`src/rtl/mem_arbiter.sv`:
```
// Purpose : serialise I-cache refills and D-cache refills/write-backs onto one memory block port.
// Latency : request sampled in IDLE -> memory command next cycle; requester released in the memory's completion cycle.
// Backpr. : a requester sees busywait=1 until its own transaction completes; memory busywait stalls the granted side.
//
// Optional feature: define MEM_ARB_ROUND_ROBIN_EN to alternate grants when both caches request together
// (default build: fixed D-cache priority, no last_grant register).
//
// Ports:
//   CLK, RESET (async, active-low)
//   icache_mem_read/address -> icache_mem_readdata/busywait   : I-cache side
//   dcache_mem_read/write/address/writedata -> dcache_mem_readdata/busywait : D-cache side
//   mem_read/write/address/writedata <- mem_readdata/busywait : shared memory port
module mem_arbiter #(
    parameter int ADDR_W  = 28,
    parameter int BLOCK_W = 128
) (
    input  logic               CLK,
    input  logic               RESET,
    input  logic               icache_mem_read,
    input  logic [ADDR_W-1:0]  icache_mem_address,
    output logic [BLOCK_W-1:0] icache_mem_readdata,
    output logic               icache_mem_busywait,
    input  logic               dcache_mem_read,
    input  logic               dcache_mem_write,
    input  logic [ADDR_W-1:0]  dcache_mem_address,
    input  logic [BLOCK_W-1:0] dcache_mem_writedata,
    output logic [BLOCK_W-1:0] dcache_mem_readdata,
    output logic               dcache_mem_busywait,
    output logic               mem_read,
    output logic               mem_write,
    output logic [ADDR_W-1:0]  mem_address,
    output logic [BLOCK_W-1:0] mem_writedata,
    input  logic [BLOCK_W-1:0] mem_readdata,
    input  logic               mem_busywait
);

    typedef enum logic [1:0] {
        IDLE    = 2'd0,
        GRANT_I = 2'd1,
        GRANT_D = 2'd2
    } state_t;

    state_t state, state_nxt;
    logic   issued, issued_nxt;
    logic   d_req;
    logic   i_req;
    logic   completion;
    logic   pick_d;
    logic   pick_i;

    assign d_req = dcache_mem_read | dcache_mem_write;
    assign i_req = icache_mem_read;

    // issued hides the first grant cycle, before the memory has had a chance
    // to raise its busywait in response to the new command.
    assign completion = (state != IDLE) && issued && !mem_busywait;

`ifdef MEM_ARB_ROUND_ROBIN_EN
    // last_grant: 0 = I-cache, 1 = D-cache.
    logic last_grant, last_grant_nxt;

    // On contention favour whoever was not granted last; a lone requester always wins.
    assign pick_d = d_req && (!i_req || !last_grant);
    assign pick_i = i_req && (!d_req || last_grant);

    always_ff @(posedge CLK or negedge RESET) begin
        if (!RESET) begin
            last_grant <= 1'b0;
        end else begin
            last_grant <= last_grant_nxt;
        end
    end

    always_comb begin
        last_grant_nxt = last_grant;
        if (state == IDLE) begin
            if (pick_d) begin
                last_grant_nxt = 1'b1;
            end else if (pick_i) begin
                last_grant_nxt = 1'b0;
            end
        end
    end
`else
    assign pick_d = d_req;
    assign pick_i = i_req && !d_req;
`endif

    always_ff @(posedge CLK or negedge RESET) begin
        if (!RESET) begin
            state  <= IDLE;
            issued <= 1'b0;
        end else begin
            state  <= state_nxt;
            issued <= issued_nxt;
        end
    end

    // A requester dropping its request mid-grant is not legal, but the FSM
    // still leaves on completion because completion ignores the request lines.
    always_comb begin
        state_nxt  = state;
        issued_nxt = issued;
        case (state)
            IDLE: begin
                issued_nxt = 1'b0;
                if (pick_d) begin
                    state_nxt = GRANT_D;
                end else if (pick_i) begin
                    state_nxt = GRANT_I;
                end
            end
            GRANT_I, GRANT_D: begin
                issued_nxt = 1'b1;
                if (completion) begin
                    state_nxt  = IDLE;
                    issued_nxt = 1'b0;
                end
            end
            default: begin
                state_nxt  = IDLE;
                issued_nxt = 1'b0;
            end
        endcase
    end

    // Memory command follows the granted side's live inputs; the state register
    // resets asynchronously, so the command drops the moment RESET falls.
    always_comb begin
        mem_read      = 1'b0;
        mem_write     = 1'b0;
        mem_address   = '0;
        mem_writedata = '0;
        case (state)
            GRANT_I: begin
                mem_read    = icache_mem_read;
                mem_address = icache_mem_address;
            end
            GRANT_D: begin
                mem_read      = dcache_mem_read;
                mem_write     = dcache_mem_write;
                mem_address   = dcache_mem_address;
                mem_writedata = dcache_mem_writedata;
            end
            default: begin
            end
        endcase
    end

    // Stall each requester until its own grant completes; both forced low in reset.
    assign icache_mem_busywait = RESET && i_req && !((state == GRANT_I) && completion);
    assign dcache_mem_busywait = RESET && d_req && !((state == GRANT_D) && completion);

    // Read data is shared; each side only trusts it while its busywait is low.
    assign icache_mem_readdata = mem_readdata;
    assign dcache_mem_readdata = mem_readdata;

endmodule

```
`config.mk`:
```
export PLATFORM = sky130hd
export DESIGN_NAME = mem_arbiter
export DESIGN_NICKNAME = d
export VERILOG_FILES = /design/src/rtl/mem_arbiter.sv
export SDC_FILE = /design/constraint.sdc
export NUM_CORES = 1
export LEC_CHECK = 0
export ABC_CLOCK_PERIOD_IN_PS = 3100
export BUFFER_PORTS_ARGS = -buffer_cell sky130_fd_sc_hd__buf_2
export CORE_AREA = 5 5 281 283
export DETAILED_ROUTE_END_ITERATION = 12
export DIE_AREA = 0 0 286 288
export PLACE_DENSITY = 0.3
export REMOVE_ABC_BUFFERS = 1
export SLEW_MARGIN = 20
export SYNTH_ARGS = -nofsm -noshare
export SYNTH_HDL_FRONTEND = slang
export SYNTH_SLANG_ARGS = --single-unit
```
`constraint.sdc`:
```
create_clock -name CLK -period 3.1 [get_ports CLK]
set_input_delay 0.775 -clock CLK [delete_from_list [all_inputs] [get_ports CLK]]
set_output_delay 0.775 -clock CLK [all_outputs]
set_load 0.1 [all_outputs]
```
# Word level (Yosys, flattened, before mapping)
# Cells that the tools add are included.
op_classes:
  n_eq_ne: 4
  reduce_logical: 17
  n_mux: 10
  n_bitwise: 1
op_table:
  columns: ["operator", "n"]
  rows:
  - ["$mux W128", 1]
  - ["$pmux W28 S2", 1]
  - ["$logic_and A1 B1 Y1", 9]
  - ["$mux W2", 3]
  - ["$logic_not A1 Y1", 4]
  - ["$pmux W2 S2", 1]
  - ["$mux W1", 3]
  - ["$ne A3 B3 Y1 const B", 1]
  - ["$eq A2 B1 Y1 const B", 1]
  - ["$eq A2 B2 Y1 const B", 1]
  - ["$logic_not A2 Y1", 1]
  - ["$ne A2 B2 Y1 const B", 1]
  - ["$pmux W1 S2", 1]
  - ["$reduce_and A2 Y1", 1]
  - ["$reduce_bool A2 Y1", 1]
  - ["$reduce_or A2 Y1", 1]
  - ["$or A1 B1 Y1", 1]
word_totals:
  ff_bits: 3
  elab_cells: 34
  input_bits: 318
  output_inout_bits: 416

# Logic depth before layout (Yosys ltp)
# Gate-level depths: netlist of run 1.
depth:
  depth_word: 6
  depth_mapped: 6
  mapped_depth_nobuf: 5

# Least setup slack after synthesis of run 1
# No wires, ideal clock.
synth_path:
  kind: "flip-flop to output port"
  start: "register state[1]"
  end: "output port mem_address[10]"
  arrival_time_ns: 2.380
  required_time_ns: 2.325
  path_stages_with_launch: 6
  setup_slack_ns: -0.055
  cell_sequence: "dfrtp_1 > inv_1 > ha_1 > clkbuf_1 > a22oi_1 > nor2b_1"
synth_via:
  elab_chain_cells: 2
  elab_cells_between_ends: 3
  classes_between: "eq/ne (2); mux (1)"
synth_lines:
  columns: ["item", "line", "source"]
  rows:
  - ["start, declared", "43", "state_t state, state_nxt;"]
  - ["start signal, assigned", "94", "state <= state_nxt;"]
  - ["$eq A2 B2 Y1 / $eq A2 B1 Y1 (equally long branches)", "134", "case (state)"]
  - ["$pmux W28 S2 (*)", "134", null]
  - ["end, declared", "31", "output logic [ADDR_W-1:0] mem_address,"]
# Every way passes the cells marked *; elsewhere a longest branch is shown, timed or not.

# Worst setup path after layout of run 1
layout_path:
  start: "register state[0]"
  end: "output port mem_writedata[110]"
layout_via:
  elab_chain_cells: 2
layout_lines:
  columns: ["item", "line", "source"]
  rows:
  - ["$eq A2 B2 Y1", "134", null]
  - ["$mux W128", "134", null]
  - ["end, declared", "32", "output logic [BLOCK_W-1:0] mem_writedata,"]
# No other way between the ends.

==> results of run 1 <==
## flip-flops by register name, indices dropped and copies added, names as in the netlist
register  count
issued        1
state         2
## worst max path at each step
stage	slack (ns)	end	startpoint	cells after the start
6_report	0.19	mem_writedata[110]	state[0]$_DFFE_PN0P_	5
5_1_grt	0.04	mem_writedata[46]	state[0]$_DFFE_PN0P_	5
4_1_cts	0.14	mem_writedata[110]	state[0]$_DFFE_PN0P_	5
3_5_place_dp	0.39	mem_writedata[110]	state[0]$_DFFE_PN0P_	5
3_3_place_gp	0.38	mem_writedata[46]	state[0]$_DFFE_PN0P_	5
2_1_floorplan	-1.81	mem_address[15]	state[0]$_DFFE_PN0P_	4
## metal layers
| metal | vias to the layer above | share of wire (%) | routed length, microns |
|---|---|---|---|
| li1 | 1456 | - | - |
| met1 | 1796 | 30 | 25100 |
| met2 | 986 | 37 | 30300 |
| met3 | 92 | 30 | 25200 |
| met4 | 60 | 1.1 | 933 |
| met5 | - | 1.6 | 1290 |
## synthesized netlist by cell type (2+ instances only)
cell / n
buf_4: 256
and2_1: 129
nor2b_1: 30
a22oi_1: 29
buf_2: 16
clkbuf_1: 7
dfrtp_1: 3
ha_1: 3
a21oi_1: 2
inv_1: 2
nor2_1: 2
o21ai_0: 2
## metrics by stage
step / hold WS (ns) / power (mW) / utilization, % / instance area, sq um / worst slack (ns)
after floorplan: 0.479 / 5.71 / - / 1430 / -1.81
after global placement: 0.550 / 9.38 / 8.24 / 6300 / 0.384
after detailed placement: 0.550 / 9.36 / 8.24 / 6300 / 0.388
after CTS: 0.358 / 9.61 / 8.35 / 6380 / 0.143
after global routing: 0.362 / 9.80 / 8.38 / 6400 / 0.0394
final: 0.359 / 9.48 / 8.42 / 6440 / 0.192
## critical path, cell delays in order, from the launching register on
cell	delay (ns)
dfrtp_1	0.40
inv_1	0.13
ha_4	0.53
buf_4	0.28
and2_1	0.13
buf_2	0.42
## power by group
group | internal [mW] | switching (mW) | total, mW | leakage [nW]
Sequential | 0.0574 | 0.0154 | 0.0727 | 0.0383
Combinational | 2.57 | 6.62 | 9.20 | 2.52
Clock | 0.170 | 0.0359 | 0.206 | 0.0383
Total | 2.80 | 6.67 | 9.48 | 2.59
## kinds of logic after synthesis
logic type / after synthesis / share of synthesized area, %
buffers and inverters: 282 / 58.9
AND/OR/NAND/NOR: 166 / 30.4
AO/OA/AOI/OAI: 35 / 7.44
adder cells (fa/ha/maj): 3 / 1.08
flip-flops: 3 / 2.17
## cell type report
class                   instances  area [sq um]
multi-input cells             204          1360
inverters                       2          7.51
repair buffers                357          3620
diodes                         23          57.6
clock buffers                   4          78.8
well taps                     988          1240
fillers                      8905         70000
flip-flops and latches          3          75.1
==> impl_metrics.py, run 1 <==
metrics = {
    "status": {
        "status": "finished clean",
    },
    "yosys": {
        "synth-edff-count": 0,
        "yosys_warnings": 0,
        "async_flop_share_pct": 100,
        "syn_area_sq_mm": 0.00346,
        "ys_seq_area_share_pct": 2.17,
        "ys.flop_type": "dfrtp_1",
        "syn-mean-instance-area_sq_um": 7.09,
        "synthTopCellsByArea": "buf_4 55%, and2_1 23%, a22oi_1 6.3%",
        "synth.distinct_cells": 20,
        "netlist.area_leader.share_pct": 55.5,
        "ys_ff_latch": 3,
        "synth_cells": 489,
        "yosysTopAreaCell": "buf_4",
    },
    "layout": {
        "syn_to_final_growth_pct": 85.8,
        "final_cells": 1581,
        "nNetsFinal": 892,
        "final_common_cell": "buf_2",
        "layout_common_cells": "215 x buf_2, 129 x and2_1, 118 x buf_12",
        "final_layout_size_suffix_gt1_share_pct": 64.2,
    },
    "pwr": {
        "p_leak_nw": 2.59,
        "power_density_mw_per_mm2": 1470,
        "ir_worst_vdd_v": 0.000454,
    },
    "place": {
        "gp_congestion": 0.920,
        "portBuffers": 349,
        "dp_cells": 1554,
        "dpl.hpwl_microns": 76500,
    },
    "job": {
        "cap_violations": 0,
    },
    "clock_tree": {
        "clock-sinks": 3,
        "insertion_delay_ns": 0.22,
        "cts_made_buffers": 3,
        "clock_path_buffers": 2,
        "cts_hold_repair.buffers": 0,
        "cts-resized-gates": 0,
        "clkTransAtPathRegs_ns": 0.03,
        "h-tree-depth": 1,
        "post_cts_buffers": 0,
        "cts_tree": "done",
        "root_buffer": "clkbuf_16",
    },
    "setup_path": {
        "end_kind": "primary output",
        "cp_max_fo": 47,
        "arrival_ns": 2.13,
        "start_kind": "flop",
        "ff2ff_setup_slack_ns": 1.28,
        "required_ns": 2.32,
        "path_class": "flop to primary output",
        "reg2reg_depth": 5,
        "reg2reg_to": "state[1]$_DFFE_PN0P_",
        "r2r-start": "state[0]$_DFFE_PN0P_",
    },
    "global_routing": {
        "globalRoute.busiestLayer": "met3",
        "grt_max_degree": 60,
        "track_usage_pct": 19.1,
        "grt_pass1_wl_microns": 94000,
        "antenna_found_initial": 66,
        "overflow": 0,
        "grt_pass1_vias": 4293,
        "met3_usage_pct": 27.5,
        "met1_usage_pct": 17.0,
        "gr-usage-met2_pct": 25.1,
    },
    "timing": {
        "worst_pin_slew_ns": 0.578,
        "maxSlewViolCount": 0,
        "hold_viol": 0,
        "finalSetupViolCount": 0,
        "slew_headroom_pct": 61.5,
        "rsz0062_at_grt": "false",
        "period_share_pct": 93.8,
        "skew_ns": 0.00177,
        "max_freq_mhz": 344,
        "finalCriticalPeriod_ns": 2.91,
        "finalSetupTns_ns": 0,
    },
    "detailed_routing": {
        "ant_nets": 0,
        "dr.first_iter.drc_count": 248,
        "vias": 4390,
        "routedWlPerCell_microns": 52.4,
        "vias_per_cell": 2.78,
        "wl_microns": 82800,
        "drtPass1Iterations": 4,
        "drc_errors": 0,
    },
    "floorplan": {
        "die_x_microns": 286,
        "std_cell_rows": 102,
        "core_sq_mm": 0.0764,
        "die_h_microns": 288,
        "ios": 734,
        "fp.dieArea_sq_mm": 0.0824,
        "initial_core_util_pct": 4.53,
    },
    "min_path": {
        "hold_path.class": "input port to asynchronous set/reset pin",
    },
}
(Power assumes the default switching activity.)
==> run 2, diff against run 1 <==
==> constraint.sdc (replaced) <==
create_clock -name CLK -period 3.1 [get_ports CLK]
set_input_delay 0.31 -clock CLK [delete_from_list [all_inputs] [get_ports CLK]]
set_output_delay 0.31 -clock CLK [all_outputs]
set_load 0.1 [all_outputs]
==> impl_metrics.py, run 2 (synthesis gave the netlist of run 1 again) <==
metrics = {
    "clock_tree": {
        "cts_tree": "done",
        "cts_made_buffers": 3,
        "clock_path_buffers": 2,
        "cts_hold_repair.buffers": 1,
        "insertion_delay_ns": 0.22,
        "clkTransAtPathRegs_ns": 0.03,
        "cts-resized-gates": 0,
        "clock-sinks": 3,
        "post_cts_buffers": 0,
        "root_buffer": "clkbuf_16",
        "h-tree-depth": 1,
    },
    "timing": {
        "rsz0062_at_grt": "false",
        "period_share_pct": 80.3,
        "maxSlewViolCount": 0,
        "hold_slack_ns": 0.441,
        "worst_pin_slew_ns": 0.625,
        "hold_viol": 0,
        "slew_headroom_pct": 58.6,
        "finalCriticalPeriod_ns": 2.49,
        "max_freq_mhz": 402,
        "skew_ns": 0.00118,
        "finalSetupViolCount": 0,
    },
    "pwr": {
        "ir_worst_vdd_v": 0.000783,
        "power_density_mw_per_mm2": 1560,
        "p_leak_nw": 2.19,
    },
    "status": {
        "status": "finished clean",
    },
    "global_routing": {
        "antenna_found_initial": 90,
        "track_usage_pct": 18.9,
        "grt_pass1_vias": 4133,
        "overflow": 0,
        "grt_max_degree": 66,
        "grt_pass1_wl_microns": 91900,
    },
    "job": {
        "cap_violations": 0,
    },
    "floorplan": {
        "core_sq_mm": 0.0764,
        "std_cell_rows": 102,
        "die_x_microns": 286,
        "ios": 734,
        "die_h_microns": 288,
        "fp.dieArea_sq_mm": 0.0824,
        "initial_core_util_pct": 4.53,
    },
    "layout": {
        "layout_common_cells": "348 x buf_2, 129 x and2_1, 30 x nor2b_1",
        "largest_reg_flops": 2,
        "reg_top3": "state x2, issued x1",
        "final_common_cell": "buf_2",
        "top_register": "state",
        "syn_to_final_growth_pct": 34.5,
        "fin_util_pct": 6.10,
        "final_cells": 1590,
        "final_layout_size_suffix_gt1_share_pct": 64.0,
        "nNetsFinal": 891,
    },
    "detailed_routing": {
        "drtPass1Iterations": 6,
        "vias": 4413,
        "ant_nets": 0,
        "dr.first_iter.drc_count": 232,
        "vias_per_cell": 2.78,
        "wl_microns": 81900,
        "drc_errors": 0,
        "routedWlPerCell_microns": 51.5,
    },
    "setup_path": {
        "crit_path_start": "state[1]$_DFFE_PN0P_",
        "critPathSlowestCell": "buf_2",
        "arrival_ns": 2.18,
        "path_cells": "inv_1 -> ha_2 -> buf_4 -> a22oi_1 -> nor2b_1 -> buf_2",
        "end_kind": "primary output",
        "critical_path_buf_inv_count": 3,
        "required_ns": 2.79,
        "cp.depth": 6,
        "r2r-start": "state[0]$_DFFE_PN0P_",
        "ff2ff_setup_slack_ns": 1.35,
        "reg2reg_depth": 5,
        "cp_max_fo": 16,
        "start_kind": "flop",
        "path_delay_family": "buffers and inverters",
        "path_class": "flop to primary output",
        "cpPeakStageDelay_ns": 0.43,
    },
    "place": {
        "portBuffers": 349,
        "dpl.hpwl_microns": 75900,
        "gp_congestion": 0.861,
        "dp_cells": 1552,
    },
    "min_path": {
        "hold_path.class": "input port to asynchronous set/reset pin",
    },
}
==> run 2: metal layers <==
metal / global-route usage (%) / vias up / wire, microns
li1: - / 1461 / -
met1: 19.8 / 1797 / 28900
met2: 24.7 / 1020 / 29800
met3: 21.6 / 85 / 20800
met4: 1.83 / 50 / 942
met5: 11.0 / - / 1470
==> run 2: layout make-up <==
class	count	area [sq um]
antenna	33	82.6
clock buffer	4	78.8
fill	9110	71800
inverter	2	7.51
multi-input combinational	204	1360
sequential	3	75.1
tap	988	1240
timing repair buffer	356	1820
==> run 2: power by group <==
part / switching (mW) / total, mW / internal, mW
clock network: 0.0366 / 0.206 / 0.170
registers: 0.0145 / 0.0719 / 0.0573
logic: 5.95 / 7.00 / 1.05
total: 6.00 / 7.28 / 1.28
==> run 2: worst paths after layout <==
| check | endpoint |
|---|---|
| hold reg to reg | state[0]$_DFFE_PN0P_ |
| max in group asynchronous | state[1]$_DFFE_PN0P_ |
| setup reg to reg | state[1]$_DFFE_PN0P_ |
| setup / recovery | mem_address[7] |
| hold / removal | state[0]$_DFFE_PN0P_ |
| min in group CLK | issued$_DFF_PN0_ |
==> run 2: through the flow <==
step | TNS (ns) | total power [mW] | area [sq um] | worst slack [ns]
6_report | 0 | 7.28 | 4660 | 0.610
2_1_floorplan | -111.71 | 5.71 | 1430 | -1.34
4_1_cts | 0 | 7.41 | 4580 | 0.569
5_1_grt | 0 | 7.54 | 4610 | 0.460
3_5_place_dp | 0 | 7.17 | 4490 | 0.819
3_3_place_gp | 0 | 7.16 | 4490 | 0.856
